[src/rtl/seg_msg_ctrl.sv]
// Display controller for an 8-digit 7-segment scanner: scrolling character buffer
// plus timed status messages, with the buffer restored once a message expires.
module seg_msg_ctrl #(
   parameter int unsigned HOLD_CYCLES = 50_000_000
) (
   input  logic        i_clk,
   input  logic        i_rst,
   input  logic        i_clr,
   input  logic        i_char_valid,
   input  logic [5:0]  i_char_code,
   output logic        o_char_ready,
   input  logic        i_msg_valid,
   input  logic [1:0]  i_msg_sel,
   output logic        o_msg_ready,
   output logic [63:0] o_seg_data,
   output logic [3:0]  o_char_cnt,
   output logic        o_busy
);

   localparam int unsigned CntW = (HOLD_CYCLES > 1) ? $clog2(HOLD_CYCLES) : 1;
   localparam logic [CntW-1:0] HoldLoad = CntW'(HOLD_CYCLES - 1);
   localparam logic [5:0] CodeBlank = 6'd63;

   typedef enum logic {StIdle, StMsgHold} state_e;

   state_e          r_state;
   logic [CntW-1:0] r_hold_cnt;
   logic [7:0][5:0] r_buf;
   logic [3:0]      r_char_cnt;
   logic [63:0]     r_seg;

   logic            w_idle;
   logic            w_msg_ready;
   logic            w_char_ready;
   logic            w_msg_acc;
   logic            w_char_acc;
   logic [7:0][5:0] w_buf_next;
   logic [63:0]     w_font_seg;
   logic [63:0]     w_msg_pat;

   function automatic logic [7:0] f_font(input logic [5:0] code);
      logic [7:0] seg;
      unique case (code)
         6'd0:  seg = 8'h3F;
         6'd1:  seg = 8'h06;
         6'd2:  seg = 8'h5B;
         6'd3:  seg = 8'h4F;
         6'd4:  seg = 8'h66;
         6'd5:  seg = 8'h6D;
         6'd6:  seg = 8'h7D;
         6'd7:  seg = 8'h07;
         6'd8:  seg = 8'h7F;
         6'd9:  seg = 8'h6F;
         6'd10: seg = 8'h77; // A
         6'd11: seg = 8'h7C; // b
         6'd12: seg = 8'h39; // C
         6'd13: seg = 8'h5E; // d
         6'd14: seg = 8'h79; // E
         6'd15: seg = 8'h71; // F
         6'd16: seg = 8'h3D; // G
         6'd17: seg = 8'h76; // H
         6'd18: seg = 8'h30; // I
         6'd19: seg = 8'h1E; // J
         6'd20: seg = 8'h75; // K
         6'd21: seg = 8'h38; // L
         6'd22: seg = 8'h37; // M
         6'd23: seg = 8'h54; // n
         6'd24: seg = 8'h5C; // o
         6'd25: seg = 8'h73; // P
         6'd26: seg = 8'h67; // q
         6'd27: seg = 8'h50; // r
         6'd28: seg = 8'h6D; // S
         6'd29: seg = 8'h78; // t
         6'd30: seg = 8'h3E; // U
         6'd31: seg = 8'h1C; // v
         6'd32: seg = 8'h2A; // W
         6'd33: seg = 8'h76; // X
         6'd34: seg = 8'h6E; // y
         6'd35: seg = 8'h5B; // Z
         6'd63: seg = 8'h00;
         default: seg = 8'h40; // unknown codes show a dash
      endcase
      return seg;
   endfunction

   assign w_idle       = (r_state == StIdle);
   assign w_msg_ready  = w_idle & ~i_rst & ~i_clr;
   assign w_char_ready = w_msg_ready & ~i_msg_valid;
   assign w_msg_acc    = w_msg_ready & i_msg_valid;
   assign w_char_acc   = w_char_ready & i_char_valid;

   // Outside a char accept this is the current buffer, which is what a message exit restores.
   assign w_buf_next = w_char_acc ? {r_buf[6:0], i_char_code} : r_buf;

   always_comb begin
      w_font_seg = '0;
      for (int i = 0; i < 8; i++) begin
         w_font_seg[i*8 +: 8] = f_font(w_buf_next[i]);
      end
   end

   always_comb begin
      w_msg_pat = '0;
      unique case (i_msg_sel)
         2'd0: w_msg_pat = 64'h0000_0000_0079_5050;
         2'd1: w_msg_pat = 64'h0000_0000_0039_3850;
         2'd2: w_msg_pat = 64'h0000_0000_713E_3838;
         2'd3: w_msg_pat = 64'h0000_0000_5E5C_5479;
         default: w_msg_pat = '0;
      endcase
   end

   always_ff @(posedge i_clk) begin
      if (i_rst || i_clr) begin
         r_state    <= StIdle;
         r_hold_cnt <= '0;
         r_buf      <= {8{CodeBlank}};
         r_char_cnt <= '0;
         r_seg      <= '0;
      end else begin
         unique case (r_state)
            StIdle: begin
               if (w_msg_acc) begin
                  r_state    <= StMsgHold;
                  r_seg      <= w_msg_pat;
                  r_hold_cnt <= HoldLoad;
               end else if (w_char_acc) begin
                  r_buf <= w_buf_next;
                  r_seg <= w_font_seg;
                  if (r_char_cnt != 4'd8) begin
                     r_char_cnt <= r_char_cnt + 4'd1;
                  end
               end
            end
            StMsgHold: begin
               if (r_hold_cnt == '0) begin
                  r_state <= StIdle;
                  r_seg   <= w_font_seg;
               end else begin
                  r_hold_cnt <= r_hold_cnt - 1'b1;
               end
            end
            default: r_state <= StIdle;
         endcase
      end
   end

   assign o_msg_ready  = w_msg_ready;
   assign o_char_ready = w_char_ready;
   assign o_seg_data   = r_seg;
   assign o_char_cnt   = r_char_cnt;
   assign o_busy       = (r_state == StMsgHold);

endmodule

[config.mk]
export PLATFORM = sky130hd
export DESIGN_NAME = seg_msg_ctrl
export DESIGN_NICKNAME = d
export VERILOG_FILES = /design/src/rtl/seg_msg_ctrl.sv
export SDC_FILE = /design/constraint.sdc
export NUM_CORES = 1
export LEC_CHECK = 0
export BUFFER_PORTS_ARGS = -buffer_cell sky130_fd_sc_hd__buf_4
export CORE_ASPECT_RATIO = 0.75
export CORE_MARGIN = 2
export CORE_UTILIZATION = 25
export CTS_BUF_LIST = sky130_fd_sc_hd__clkbuf_8
export CTS_CLUSTER_SIZE = 40
export DETAILED_ROUTE_END_ITERATION = 6
export GPL_TIMING_DRIVEN = 0
export PLACE_DENSITY = 0.49
export SLEW_MARGIN = 20
export SYNTH_ARGS = -nofsm -noshare
export SYNTH_HDL_FRONTEND = slang
export SYNTH_SLANG_ARGS = --single-unit
[constraint.sdc]
create_clock -name i_clk -period 3.5 [get_ports i_clk]
set_input_delay 0.7 -clock i_clk [delete_from_list [all_inputs] [get_ports i_clk]]
set_output_delay 0.7 -clock i_clk [all_outputs]
set_load 0.01 [all_outputs]
# After elaboration in Yosys (flattened, before gate mapping)
# Memory sizes are Yosys's and may differ from the RTL's.
# Index checks and enable logic that the tools add are counted.
# totals
inputBits	13
output_inout_bits	71
mem_bits_ro	3584
register_bits	143
memories	8
# op_classes
reduce_logical	7
mux	12
n_addsub	2
eq_ne	8
bitwise_logic	10
# memory_table
name	words	word_bits	rd	rd_ports_with_merged_regs	wr	line_no	text
(no name shown)	64	7	1	0	0	43	unique case (code)
(no name shown)	64	7	1	0	0	43	
(no name shown)	64	7	1	0	0	43	
(no name shown)	64	7	1	0	0	43	
(no name shown)	64	7	1	0	0	43	
(no name shown)	64	7	1	0	0	43	
2 more memories	n/a	n/a	n/a	n/a	n/a	n/a	
# ops
op	count
64-bit one-hot mux with 4 select lines	1
64-bit two-way mux	3
64-bit one-hot mux with 2 select lines	1
26-bit two-way mux	2
26-bit one-hot mux with 2 select lines	1
48-bit two-way mux	1
26-bit logical NOT	1
26-bit by 1-bit subtractor with 26-bit output, second input constant	1
1-bit bitwise AND	5
1-bit inverter	5
4-bit by 1-bit adder with 4-bit output, second input constant	1
2-bit == test, second input constant	2
2-bit by 1-bit inequality test with 1-bit output, second input constant	2
4-bit inequality test, second input constant	1
2-bit AND reduction	2
4-bit AND reduction	1
3-bit by 1-bit inequality test with 1-bit output, second input constant	1
3-bit AND reduction	1
2-bit by 1-bit == test with 1-bit output, second input constant	1
2-bit logical NOT	1
1-bit two-way mux	2
2-bit inequality test, second input constant	1
1-bit one-hot mux with 2 select lines	1
1-bit logical OR	1

# Longest topological paths before layout
# An unclocked memory read counts as a cell.
# logic_depth
depth_word	10
ltp_mapped	14

# Worst setup path before layout
# Ideal clock, no wire load.
# synth_timing
path_type	input-to-reg
from	in i_rst
to	reg r_seg[46], in the netlist o_seg_data[46]
path_stages	11
path_buffers	2
t_required_ns	3.383
t_arrival_ns	3.590
setup_time_ns	0.117
path_slack_ns	-0.206
path_cell_list	or4_4 > nor2_4 > buf_4 > buf_4 > mux2i_1 > inv_1 > ha_1 > mux4_2 > nor2_1 > o22ai_1 > a22o_1
# synth_lines
item	line_no	text
start: declaration	7	input logic i_rst,
end signal: assignment	125	r_seg <= w_msg_pat;
end signal: assignment	129	r_seg <= w_font_seg;
end signal: assignment	138	r_seg <= w_font_seg;
end: declaration	30	logic [63:0] r_seg;

# Worst setup path after layout
# layout_timing
from	reg r_state, in the netlist o_busy
to	reg r_seg[22], in the netlist o_seg_data[22]
# layout_via
elab_chain_cells	10
word_cells_on_any_way	15
# layout_rtl
item	line_no	text
start: declaration	26	state_e r_state;
start signal: assignment	115	r_state <= StIdle;
start signal: assignment	124	r_state <= StMsgHold;
start signal: assignment	137	r_state <= StIdle;
1-bit inverter (no source line)	n/a	
1-bit bitwise AND (2 in series)	87	assign w_msg_ready = w_idle & ~i_rst & ~i_clr;
1-bit bitwise AND	88	assign w_char_ready = w_msg_ready & ~i_msg_valid;
1-bit bitwise AND	90	assign w_char_acc = w_char_ready & i_char_valid;
48-bit two-way mux	93	assign w_buf_next = w_char_acc ? {r_buf[6:0], i_char_code} : r_buf;
memory 64 x 7 bit	n/a	
64-bit two-way mux	127	end else if (w_char_acc) begin
64-bit two-way mux	123	if (w_msg_acc) begin
64-bit one-hot mux with 2 select lines	121	unique case (r_state)
# Several ways; a longest one is shown, not always the timed one. The select of a mux whose other input is x is not followed.
# A chain may end at the register's enable or synchronous reset.

==> flow_metrics.py <==
metrics = {
    "min_path": {
        "hp-start": "o_seg_data[53]$_SDFFE_PP0P_",
        "min_delay_path_depth": 2,
        "min_path_type": "flop to flop",
        "hold_end": "o_seg_data[53]$_SDFFE_PP0P_",
    },
    "critical_path": {
        "worstPathCellList": "or4_4 > inv_2 > nand2_1 > clkbuf_1 > clkbuf_1 > a31oi_1 > o31ai_1 > o32ai_1 > a31o_1",
        "crit_path_start_kind": "flop",
        "rr_worst_depth": 9,
        "max_stage_delay_ns": 0.71,
        "cp_data_arrival_time_ns": 3.83,
        "setup.worst_path.end_class": "flop",
        "reg2reg_to": "o_seg_data[22]$_SDFFE_PP0P_",
        "cp_common_cell": "clkbuf_1",
        "path_max_fanout": 10,
        "r2r_setup_slack_ns": 0.05,
        "path_buf_inv": 3,
        "timing.rr.start": "o_busy$_SDFF_PP0_",
        "cpMaxStageDelayCell": "clkbuf_1",
        "crit_family": "buffers and inverters",
        "worstPathRequired_ns": 3.88,
        "worstSetupPathType": "flop to flop",
    },
    "finish": {
        "seqCellArea_um2": 2700,
        "n_fill_cell": 4204,
        "multi_input_area_um2": 7010,
        "nets": 1445,
        "final_layout_size_suffix_gt1_share_pct": 17.0,
        "n_antenna_cell": 0,
        "fin_area_um2": 12100,
        "area_growth_pct": 20.7,
    },
    "grt": {
        "grt.met2_usage_pct": 27.1,
        "top_usage_layer": "met1",
        "grt_use_met3_pct": 4.06,
        "grt_pass1_wl_um": 61700,
        "grt-ovfl-total": 0,
        "grtUsageTotal_pct": 19.1,
        "grt_max_degree": 17,
        "use_met1_pct": 28.5,
        "antenna_found_initial": 0,
        "grt_pass1_vias": 9829,
    },
    "cts": {
        "numCtsBuffers": 17,
        "clockBufferDepth": 2,
        "path_clk_slew_ns": 0.10,
        "cts_hold_buffers": 0,
        "root_buffer": "clkbuf_8",
        "htreeDepth": 4,
        "cts.sinks": 135,
        "tritoncts": "built",
        "worstSkewPairLatency_ns": 0.48,
    },
    "sta": {
        "fin_crit_sh_pct": 98.5,
        "fin_skew_ns": 0.0203,
        "clock.fmax_mhz": 290,
        "slew_headroom_pct": 25.5,
        "slew_viol_final": 0,
        "rsz0062_at_grt": "yes",
        "finalSetupViolCount": 0,
        "layout_min_cycle_time_ns": 3.45,
        "whs_ns": 0.456,
        "max_slew.worst_pin.slew_ns": 1.12,
        "finalSetupTns_ns": 0,
        "hold_violations": 0,
    },
    "synth": {
        "synthTopCellsByArea": "dfxtp_1 27%, ha_1 8.1%, mux2i_1 7.2%, a21oi_1 4.9%, nand2_1 4.5%",
        "syn_inst": 1251,
        "syn_avg_cell_area_um2": 8.01,
        "synth_ff_type": "dfxtp_1",
        "synthesis.area_um2": 10000,
        "synth_top_area_share_pct": 27.0,
        "synth_edf_count": 0,
        "post-synth-top-count-cell": "dfxtp_1",
        "yosys_warnings": 0,
        "yosysSeqAreaShare_pct": 27.0,
        "synth_cell_types": 80,
        "ys_ff_latch": 135,
        "synth_top_area_cell": "dfxtp_1",
        "async_reset_ff_share_pct": 0,
        "synth_commonest_cells": "135 x dfxtp_1, 120 x nand2_1, 98 x a21oi_1",
    },
    "floorplanning": {
        "num_io_pins": 84,
        "fp.dieW_um": 235,
        "core_area_um2": 39500,
        "chipHeight_um": 177,
        "initial_utilization_pct": 25.4,
        "placement_rows": 63,
        "die_area_um2": 41700,
    },
    "placed_design": {
        "io_buffers": 75,
        "dpl.hpwl_um": 29400,
        "place_congestion": 0.926,
        "place_area_um2": 11300,
    },
    "power_and_ir_drop": {
        "power_leakage_nw": 4.36,
        "max-vdd-ir-drop_uv": 200,
        "pwr_density_cell_nw_per_um2": 282,
    },
    "routing": {
        "routedWlPerCell_um": 21.6,
        "antenna_left": 0,
        "wl_um": 41000,
        "vias": 10600,
        "first_pass_iters": 6,
        "via_per_inst": 5.58,
        "drt_first_iter_violations": 1309,
        "drc": 0,
    },
    "outcome": {
        "status": "completed",
    },
    "job": {
        "drv_cap": 0,
    },
}
cell usage in the layout (no fill, tap or decap), types with 12 or more instances in the layout:
cell type,instances
dfxtp_1,135
nand2_1,120
buf_4,101
a21oi_1,97
nor2_1,86
o21ai_0,61
mux2i_1,58
ha_1,58
clkbuf_1,48
nor3_1,46
inv_1,41
nand3_1,33
a31oi_1,31
mux2_2,29
a211oi_1,25
o211ai_1,20
a22oi_1,17
clkbuf_8,17
nor4_1,16
a21o_1,16
xnor2_1,16
mux2i_4,14
o221ai_1,12
a32oi_1,12
xor2_1,12
final cells by class:
class | instances | share of cell area [%]
plain buffers | 81 | 3.90
clock buffers | 17 | 1.94
clock inverters | 14 | 1.27
inverters | 45 | 1.40
multi-input cells | 994 | 58.0
flip-flops and latches | 135 | 22.4
well taps | 520 | 5.38
repair buffers | 93 | 5.78
worst min-delay path, delay by kind of cell (launching register included):
| kind | cells | cell delay [ns] |
|---|---|---|
| and+or+nand+nor | 1 | 0.05 |
| AOI/OAI and AO/OA | 1 | 0.05 |
| DFF | 1 | 0.32 |
power by group:
| part | total, W | leakage [nW] | internal, W | switching [W] |
|---|---|---|---|---|
| logic | 0.000451 | 3.08 | 0.000153 | 0.000298 |
| registers | 0.00157 | 1.09 | 0.00155 | 0.0000198 |
| clock network | 0.00139 | 0.188 | 0.000636 | 0.000753 |
worst max-delay path by stage:
stage,from,end,slack [ns],depth (start not counted)
CTS,o_busy$_SDFF_PP0_,o_seg_data[27]$_SDFFE_PP0P_,0.004,11
global placement,i_rst,o_seg_data[27]$_SDFFE_PP0P_,-1.04,13
global route,o_busy$_SDFF_PP0_,o_seg_data[8]$_SDFFE_PP0P_,-0.12,10
finish,o_busy$_SDFF_PP0_,o_seg_data[22]$_SDFFE_PP0P_,0.05,9
floorplan,i_rst,o_seg_data[46]$_SDFFE_PP0P_,-0.09,11
detailed placement,i_rst,o_seg_data[27]$_SDFFE_PP0P_,-1.02,13
logic make-up (layout without fill, tap and decap cells):
| logic type | after synthesis | count (layout) | synth area share [%] |
|---|---|---|---|
| xor gates and xnor gates | 28 | 28 | 2.45 |
| DFF | 135 | 135 | 27.0 |
| buffers and inverters | 129 | 250 | 5.73 |
| adders and majority gates | 65 | 65 | 8.12 |
| AOI/OAI and AO/OA | 403 | 403 | 27.1 |
| muxes | 103 | 103 | 10.8 |
| and+or+nand+nor | 387 | 387 | 18.7 |
| other | 1 | 8 | 0.0374 |
flip-flops by register name, indices dropped and copies added, names as in the netlist:
name and cells:
o_char_cnt 4, o_seg_data 56, r_buf 48, r_hold_cnt 26
o_busy 1
through the flow:
stage,worst slack [ns],util [%],power [W],cells
2_1_floorplan,-0.0873,-,0.00188,1258
3_3_place_gp,-1.04,28.6,0.00203,1853
3_5_place_dp,-1.02,28.6,0.00204,1853
4_1_cts,0.00444,30.4,0.00343,1895
5_1_grt,-0.122,30.6,0.00354,1899
6_report,0.0533,30.6,0.00341,1899
per-layer routing:
layer	vias up	share of wire, %
met4	0	2.2
met1	5100	49
met5	-	0
met2	500	41
li1	4940	-
met3	53	7.9
what timing repair did:
item / CTS / global route
setup endpoints to repair: 54 / 27
gates resized for setup: 48 / 16
buffers inserted: 14 / 4
pin swaps: 1 / 1
Power figures use the tool's default switching activity.
